## config.mk

```make
export PLATFORM = sky130hd
export DESIGN_NAME = wb_sram_slave
export DESIGN_NICKNAME = d
export VERILOG_FILES = /design/src/rtl/wb_sram_slave.sv
export SDC_FILE = /design/constraint.sdc
export NUM_CORES = 1
export LEC_CHECK = 0
export CORE_UTILIZATION = 33
export CTS_BUF_LIST = sky130_fd_sc_hd__clkbuf_16
export DETAILED_ROUTE_END_ITERATION = 10
export PLACE_DENSITY = 0.81
export SLEW_MARGIN = 25
export SYNTH_ARGS = -nofsm -noshare
export SYNTH_HDL_FRONTEND = slang
export SYNTH_SLANG_ARGS = --single-unit
```

## constraint.sdc

```tcl
create_clock -name clk_i -period 1.65 [get_ports clk_i]
set_input_delay 0.4125 -clock clk_i [delete_from_list [all_inputs] [get_ports clk_i]]
set_output_delay 0.4125 -clock clk_i [all_outputs]
set_load 0.02 [all_outputs]
```

## src/rtl/wb_sram_slave.sv

```systemverilog
// Wishbone classic slave in front of a synchronous single-port word RAM.
// One request is latched in IDLE, optionally delayed by WAIT_STATES idle
// cycles, issued to the RAM for exactly one ACCESS cycle and then
// acknowledged. Out-of-range addresses get a single-cycle error instead.
// Dropping cyc at any point after the latch abandons the transfer silently.
module wb_sram_slave #(
  parameter int unsigned            DATA_WIDTH  = 32,
  parameter int unsigned            ADDR_WIDTH  = 32,
  parameter int unsigned            MEM_AW      = 14,
  parameter logic [ADDR_WIDTH-1:0]  BASE_ADDR   = '0,
  parameter int unsigned            WAIT_STATES = 0
) (
  input  logic                      clk_i,
  input  logic                      rst_n,
  input  logic [ADDR_WIDTH-1:0]     s_wbd_adr_i,
  input  logic [DATA_WIDTH-1:0]     s_wbd_dat_i,
  input  logic [DATA_WIDTH/8-1:0]   s_wbd_sel_i,
  input  logic                      s_wbd_we_i,
  input  logic                      s_wbd_cyc_i,
  input  logic                      s_wbd_stb_i,
  output logic [DATA_WIDTH-1:0]     s_wbd_dat_o,
  output logic                      s_wbd_ack_o,
  output logic                      s_wbd_err_o,
  output logic [MEM_AW-1:0]         mem_addr_o,
  output logic [DATA_WIDTH-1:0]     mem_wdata_o,
  output logic [DATA_WIDTH/8-1:0]   mem_be_o,
  output logic                      mem_re_o,
  input  logic [DATA_WIDTH-1:0]     mem_rdata_i
);

  localparam int unsigned SEL_W   = DATA_WIDTH / 8;
  // Wait counter is 4 bits wide, so WAIT_STATES is meaningful up to 15.
  localparam logic [3:0]  WS_INIT = 4'(WAIT_STATES);

  typedef enum logic [2:0] {
    S_IDLE,
    S_WAIT,
    S_ACCESS,
    S_ACK,
    S_ERR
  } state_t;

  state_t                  state_q,    state_d;
  logic [3:0]              wait_cnt_q, wait_cnt_d;
  logic [MEM_AW-1:0]       addr_q,     addr_d;
  logic [DATA_WIDTH-1:0]   wdata_q,    wdata_d;
  logic [SEL_W-1:0]        sel_q,      sel_d;
  logic                    we_q,       we_d;

  logic                    req;
  logic                    hit;

  // An address hits the RAM when it is at or above the base and its word
  // offset fits in MEM_AW bits; the subtraction wraps at ADDR_WIDTH.
  function automatic logic addr_in_range(input logic [ADDR_WIDTH-1:0] adr);
    logic [ADDR_WIDTH-1:0] off;
    off = adr - BASE_ADDR;
    return (adr >= BASE_ADDR) && ((off >> (MEM_AW + 2)) == '0);
  endfunction

  // Word index inside the RAM; the two byte-offset bits are dropped.
  function automatic logic [MEM_AW-1:0] word_index(input logic [ADDR_WIDTH-1:0] adr);
    logic [ADDR_WIDTH-1:0] off;
    off = adr - BASE_ADDR;
    return off[MEM_AW+1:2];
  endfunction

  assign req = s_wbd_cyc_i & s_wbd_stb_i;
  assign hit = addr_in_range(s_wbd_adr_i);

  // State, wait counter and latched request registers.
  always_ff @(posedge clk_i or negedge rst_n) begin
    if (!rst_n) begin
      state_q    <= S_IDLE;
      wait_cnt_q <= '0;
      addr_q     <= '0;
      wdata_q    <= '0;
      sel_q      <= '0;
      we_q       <= 1'b0;
    end else begin
      state_q    <= state_d;
      wait_cnt_q <= wait_cnt_d;
      addr_q     <= addr_d;
      wdata_q    <= wdata_d;
      sel_q      <= sel_d;
      we_q       <= we_d;
    end
  end

  // Next-state logic; the request is captured only when IDLE sees cyc&stb.
  always_comb begin
    state_d    = state_q;
    wait_cnt_d = wait_cnt_q;
    addr_d     = addr_q;
    wdata_d    = wdata_q;
    sel_d      = sel_q;
    we_d       = we_q;

    unique case (state_q)
      S_IDLE: begin
        if (req) begin
          addr_d  = word_index(s_wbd_adr_i);
          wdata_d = s_wbd_dat_i;
          sel_d   = s_wbd_sel_i;
          we_d    = s_wbd_we_i;
          if (!hit) begin
            state_d = S_ERR;
          end else if (WAIT_STATES == 0) begin
            state_d = S_ACCESS;
          end else begin
            state_d    = S_WAIT;
            wait_cnt_d = WS_INIT;
          end
        end
      end

      S_WAIT: begin
        if (!s_wbd_cyc_i) begin
          state_d    = S_IDLE;
          wait_cnt_d = '0;
        end else if (wait_cnt_q <= 4'd1) begin
          state_d    = S_ACCESS;
          wait_cnt_d = '0;
        end else begin
          wait_cnt_d = wait_cnt_q - 4'd1;
        end
      end

      S_ACCESS: begin
        state_d = s_wbd_cyc_i ? S_ACK : S_IDLE;
      end

      // Both response states always fall back to IDLE, which guarantees
      // at least one IDLE cycle between consecutive transfers.
      S_ACK:   state_d = S_IDLE;
      S_ERR:   state_d = S_IDLE;
      default: state_d = S_IDLE;
    endcase
  end

  // Bus and RAM outputs decoded from the state; everything is gated by cyc
  // so an aborted cycle never produces a response or a RAM pulse.
  always_comb begin
    s_wbd_dat_o = '0;
    s_wbd_ack_o = 1'b0;
    s_wbd_err_o = 1'b0;
    mem_addr_o  = '0;
    mem_wdata_o = '0;
    mem_be_o    = '0;
    mem_re_o    = 1'b0;

    if (s_wbd_cyc_i) begin
      unique case (state_q)
        S_ACCESS: begin
          mem_addr_o = addr_q;
          if (we_q) begin
            // sel=0 yields an all-zero byte enable: acknowledged, no write.
            mem_be_o    = sel_q;
            mem_wdata_o = wdata_q;
          end else begin
            mem_re_o = 1'b1;
          end
        end

        S_ACK: begin
          s_wbd_ack_o = 1'b1;
          // RAM data arrives one cycle after mem_re_o, i.e. in this cycle.
          if (!we_q) begin
            s_wbd_dat_o = mem_rdata_i;
          end
        end

        S_ERR: begin
          s_wbd_err_o = 1'b1;
        end

        default: ;
      endcase
    end
  end

endmodule

```

==> flow_summary_export.csv <==
group,metric,value,unit
status,outcome,"finished with violations",
status,violations,"setup timing",
synthesis,synth-edff-count,0,
critical_path,start_kind,"register",
synthesis,synth_top_area_share,49.2,%
synthesis,synth_top_family_by_area,"simple AND/OR/NAND/NOR gates",
detailed_routing,ant_nets,0,
clocking,cts_hold_buffers,0,
clocking,cts_max_path_buffers,2,
final_layout,fillerInstances,613,
synthesis,synth_top_area_cell,"dfrtp_1",
floorplan,initial_core_util,34.0,%
timing,setup_viol_count_final,85,
clocking,clk_pin_slew,0.05,ns
critical_path,path_max_fanout,5,
placement,dp_slack,-1.09,ns
power_and_ir_drop,switching_share,21.8,%
global_routing,grt_pass1_vias,2794,
power_and_ir_drop,pwr_density_cell,715,nW/um^2
floorplan,fp.coreArea,8680,sq um
synthesis,synth_commonest_cells,"dfrtp_1 (58), mux2_2 (47), and2_1 (46), and3_1 (39), buf_2 (7)",
run,maxCapViolCount,0,
final_layout,nets,568,
synthesis,synth.most_common_cell,"dfrtp_1",
global_routing,grt_pass1_wl,13.9,mm
placement,gp_congestion,0.739,
critical_path,crit_path_frequent_cell,"and2b_4",
power_and_ir_drop,p_leak,2.65,nW
floorplan,die_area,9320,sq um
global_routing,gr-total-overflow,0,
critical_path,crit_type,"reg -> out",
synthesis,avgSynthCellArea,11.7,sq um
floorplan,io-pin-count,190,
placement,io_buffers,187,
timing,fin_crit_sh,135,%
timing,worst_slew_pin_slew,0.425,ns
synthesis,synthSimpleGateAreaFrac,23.0,%
clocking,h-tree-depth,3,
power_and_ir_drop,seq_power_share,41.0,%
synthesis,synth-xor-area-share,0,%
detailed_routing,vias,2724,
clocking,cts_made_buffers,9,
synthesis,synthMuxAreaShare,19.5,%
synthesis,async_flop_share,100,%
power_and_ir_drop,p_total,4.31,mW
detailed_routing,avgViaCountPerCell,4.75,
floorplan,rows,34,
final_layout,final_util,69.5,%
synthesis,netlist-cell-type-count,34,
power_and_ir_drop,internal_power,3.37,mW
final_layout,antenna_cells,0,
floorplan,die_h,96.5,um
power_and_ir_drop,p_comb_share,14.8,%
synthesis,syn_area,2950,sq um
timing,clock.fmax,450,MHz
power_and_ir_drop,power.share.clock,44.2,%
critical_path,crit_path_top_delay_cell,"dfrtp_1",
timing,final_hold_viol_count,0,
synthesis,ys_ff_latch,58,
clocking,cts_tree,"built",
timing,slew_headroom,71.6,%
detailed_routing,routed_wl,9.40,mm
timing,skew,0.00616,ns
timing,grt_setup_unrepaired,"true",
synthesis,synth-main-ff-cell,"dfrtp_1",
clocking,clock_latency,0.32,ns
synthesis,synth_area_leaders,"dfrtp_1 (49%), mux2_2 (18%), and2_1 (9.8%)",
critical_path,crit_family,"simple AND/OR/NAND/NOR gates",
worst_hold_path,hold_path.class,"in -> async",
global_routing,grt_antenna_before_repair,0,
detailed_routing,drc,0,
synthesis,synth_compound_area_share,2.59,%
global_routing,grt_max_degree,42,
synthesis,synth_seq_area_share,49.2,%
power_and_ir_drop,ir_worst_vdd,572,uV
critical_path,worstPathRequired,1.24,ns
clocking,root_buffer,"clkbuf_16",
final_layout,drive_gt1_share,57.9,%
synthesis,ys_warn_count,0,
detailed_routing,drtIter0Drc,39,
critical_path,end_kind,"primary output",
critical_path,path_buf_inv,3,
critical_path,r2r_slack,0.10,ns
timing,min_period,2.22,ns
critical_path,critical_path_arrival,1.81,ns
detailed_routing,dr.pass1.iters,4,
timing,timing.hold.ws,0.0237,ns
final_layout,area_growth,105,%
power_and_ir_drop,p_switching,0.938,mW
timing,final_max_slew_viol_count,0,
floorplan,die_x,96.5,um
synthesis,synthAdderAreaFrac,0.849,%
clocking,clock_sinks,58,
detailed_routing,wl_per_cell,16.4,um
placement,dp_hpwl,6.43,mm
critical_path,path_cells,"and2b_4 -> and3_4 -> and2b_4 -> buf_12 -> buf_16 -> and2_4 -> buf_6",
critical_path,max_stage_delay,0.37,ns
synthesis,synth_nets,358,
synthesis,synthCells,251,
global_routing,track_usage,20.0,%
timing,setup_ws,-0.572,ns
## area by class of cell
class | instances | area, sq um | area share, %
clock buffer | 9 | 225 | 3.74
multi-input combinational | 170 | 1690 | 28.0
clock inverter | 7 | 83.8 | 1.39
sequential | 58 | 1450 | 24.1
tap | 108 | 135 | 2.24
timing repair buffer | 218 | 2430 | 40.3
inverter | 4 | 15.0 | 0.249
## cell families after synthesis
logic type,after synthesis
simple gates,106
mux,51
compound gates,11
buf+inv,23
fa+ha+maj,2
flops,58
## flip-flops by register name (all words and copies together) (netlist names)
name	cells
we_q	1
wait_cnt_q	4
addr_q	14
sel_q	4
state_q	3
wdata_q	32
## timing repair
action                                  in CTS  in global routing
cloned                                       5                  2
pin swaps                                    4                 19
setup buffers                                5                  6
gates resized for setup                    460                 76
endpoints found under the setup margin      86                 86
## per-stage QoR
| step | area (sq um) | TNS (ns) | instances |
|---|---|---|---|
| final | 6030 | -40.38 | 574 |
| after global routing | 6030 | -45.85 | 574 |
| after CTS | 5770 | -41.78 | 570 |
| after detailed placement | 5330 | -102.90 | 544 |
| after global placement | 5330 | -99.63 | 544 |
| after floorplan | 3280 | -3.07 | 251 |
## cells in the final DEF, fill, tap and decap left out, types with 2 or more instances in the layout
master,Yosys,routed
a21oi_1,2,2
and2_4,0,45
and2b_4,2,2
and3_4,0,39
buf_12,0,9
buf_16,0,3
buf_4,3,12
buf_6,5,90
bufinv_16,0,2
clkbuf_16,0,11
clkdlybuf4s50_1,0,100
clkinv_1,0,3
dfrtp_1,58,58
ha_1,2,2
inv_1,4,4
mux2_1,4,4
mux2_2,47,47
nand2_1,2,2
nor4_1,4,4
## worst paths after layout
check,from,end,depth (start not counted)
min in group clk_i,wait_cnt_q[1]$_DFFE_PN0N_,wait_cnt_q[1]$_DFFE_PN0N_,2
worst max-delay path,state_q[2]$_DFFE_PN0P_,s_wbd_dat_o[7],7
worst max register to register,state_q[2]$_DFFE_PN0P_,wdata_q[25]$_DFFE_PN0P_,6
worst min register to register,wait_cnt_q[1]$_DFFE_PN0N_,wait_cnt_q[1]$_DFFE_PN0N_,2
worst min-delay path,rst_n,wdata_q[11]$_DFFE_PN0P_,1
max in group asynchronous,rst_n,addr_q[11]$_DFFE_PN0P_,2
## power by group through the flow
stage	Combinational, mW	Clock [mW]	Sequential, mW
after floorplan	0.301	0	1.74
after global placement	0.616	0	1.77
after detailed placement	0.640	0	1.78
after CTS	0.648	1.95	1.76
after global routing	0.697	2.00	1.79
final	0.639	1.91	1.77
## metal layers
metal	part of all wire, %	track usage, %	vias to the layer above	wire [um]
li1	-	-	1301	-
met1	38	22.6	1315	3600
met2	53	36.7	100	5030
met3	7.4	6.26	8	699
met4	0.79	4.53	0	74
met5	0	0	-	0
## worst register-to-register path, stage by stage, from the launching register on
cell and delay [ns]:
dfrtp_1 0.34, and2b_4 0.19, buf_4 0.12, buf_4 0.13
nand3_4 0.09, buf_12 0.19, mux2_2 0.38
No activity file was read; power rests on OpenSTA's default activity.
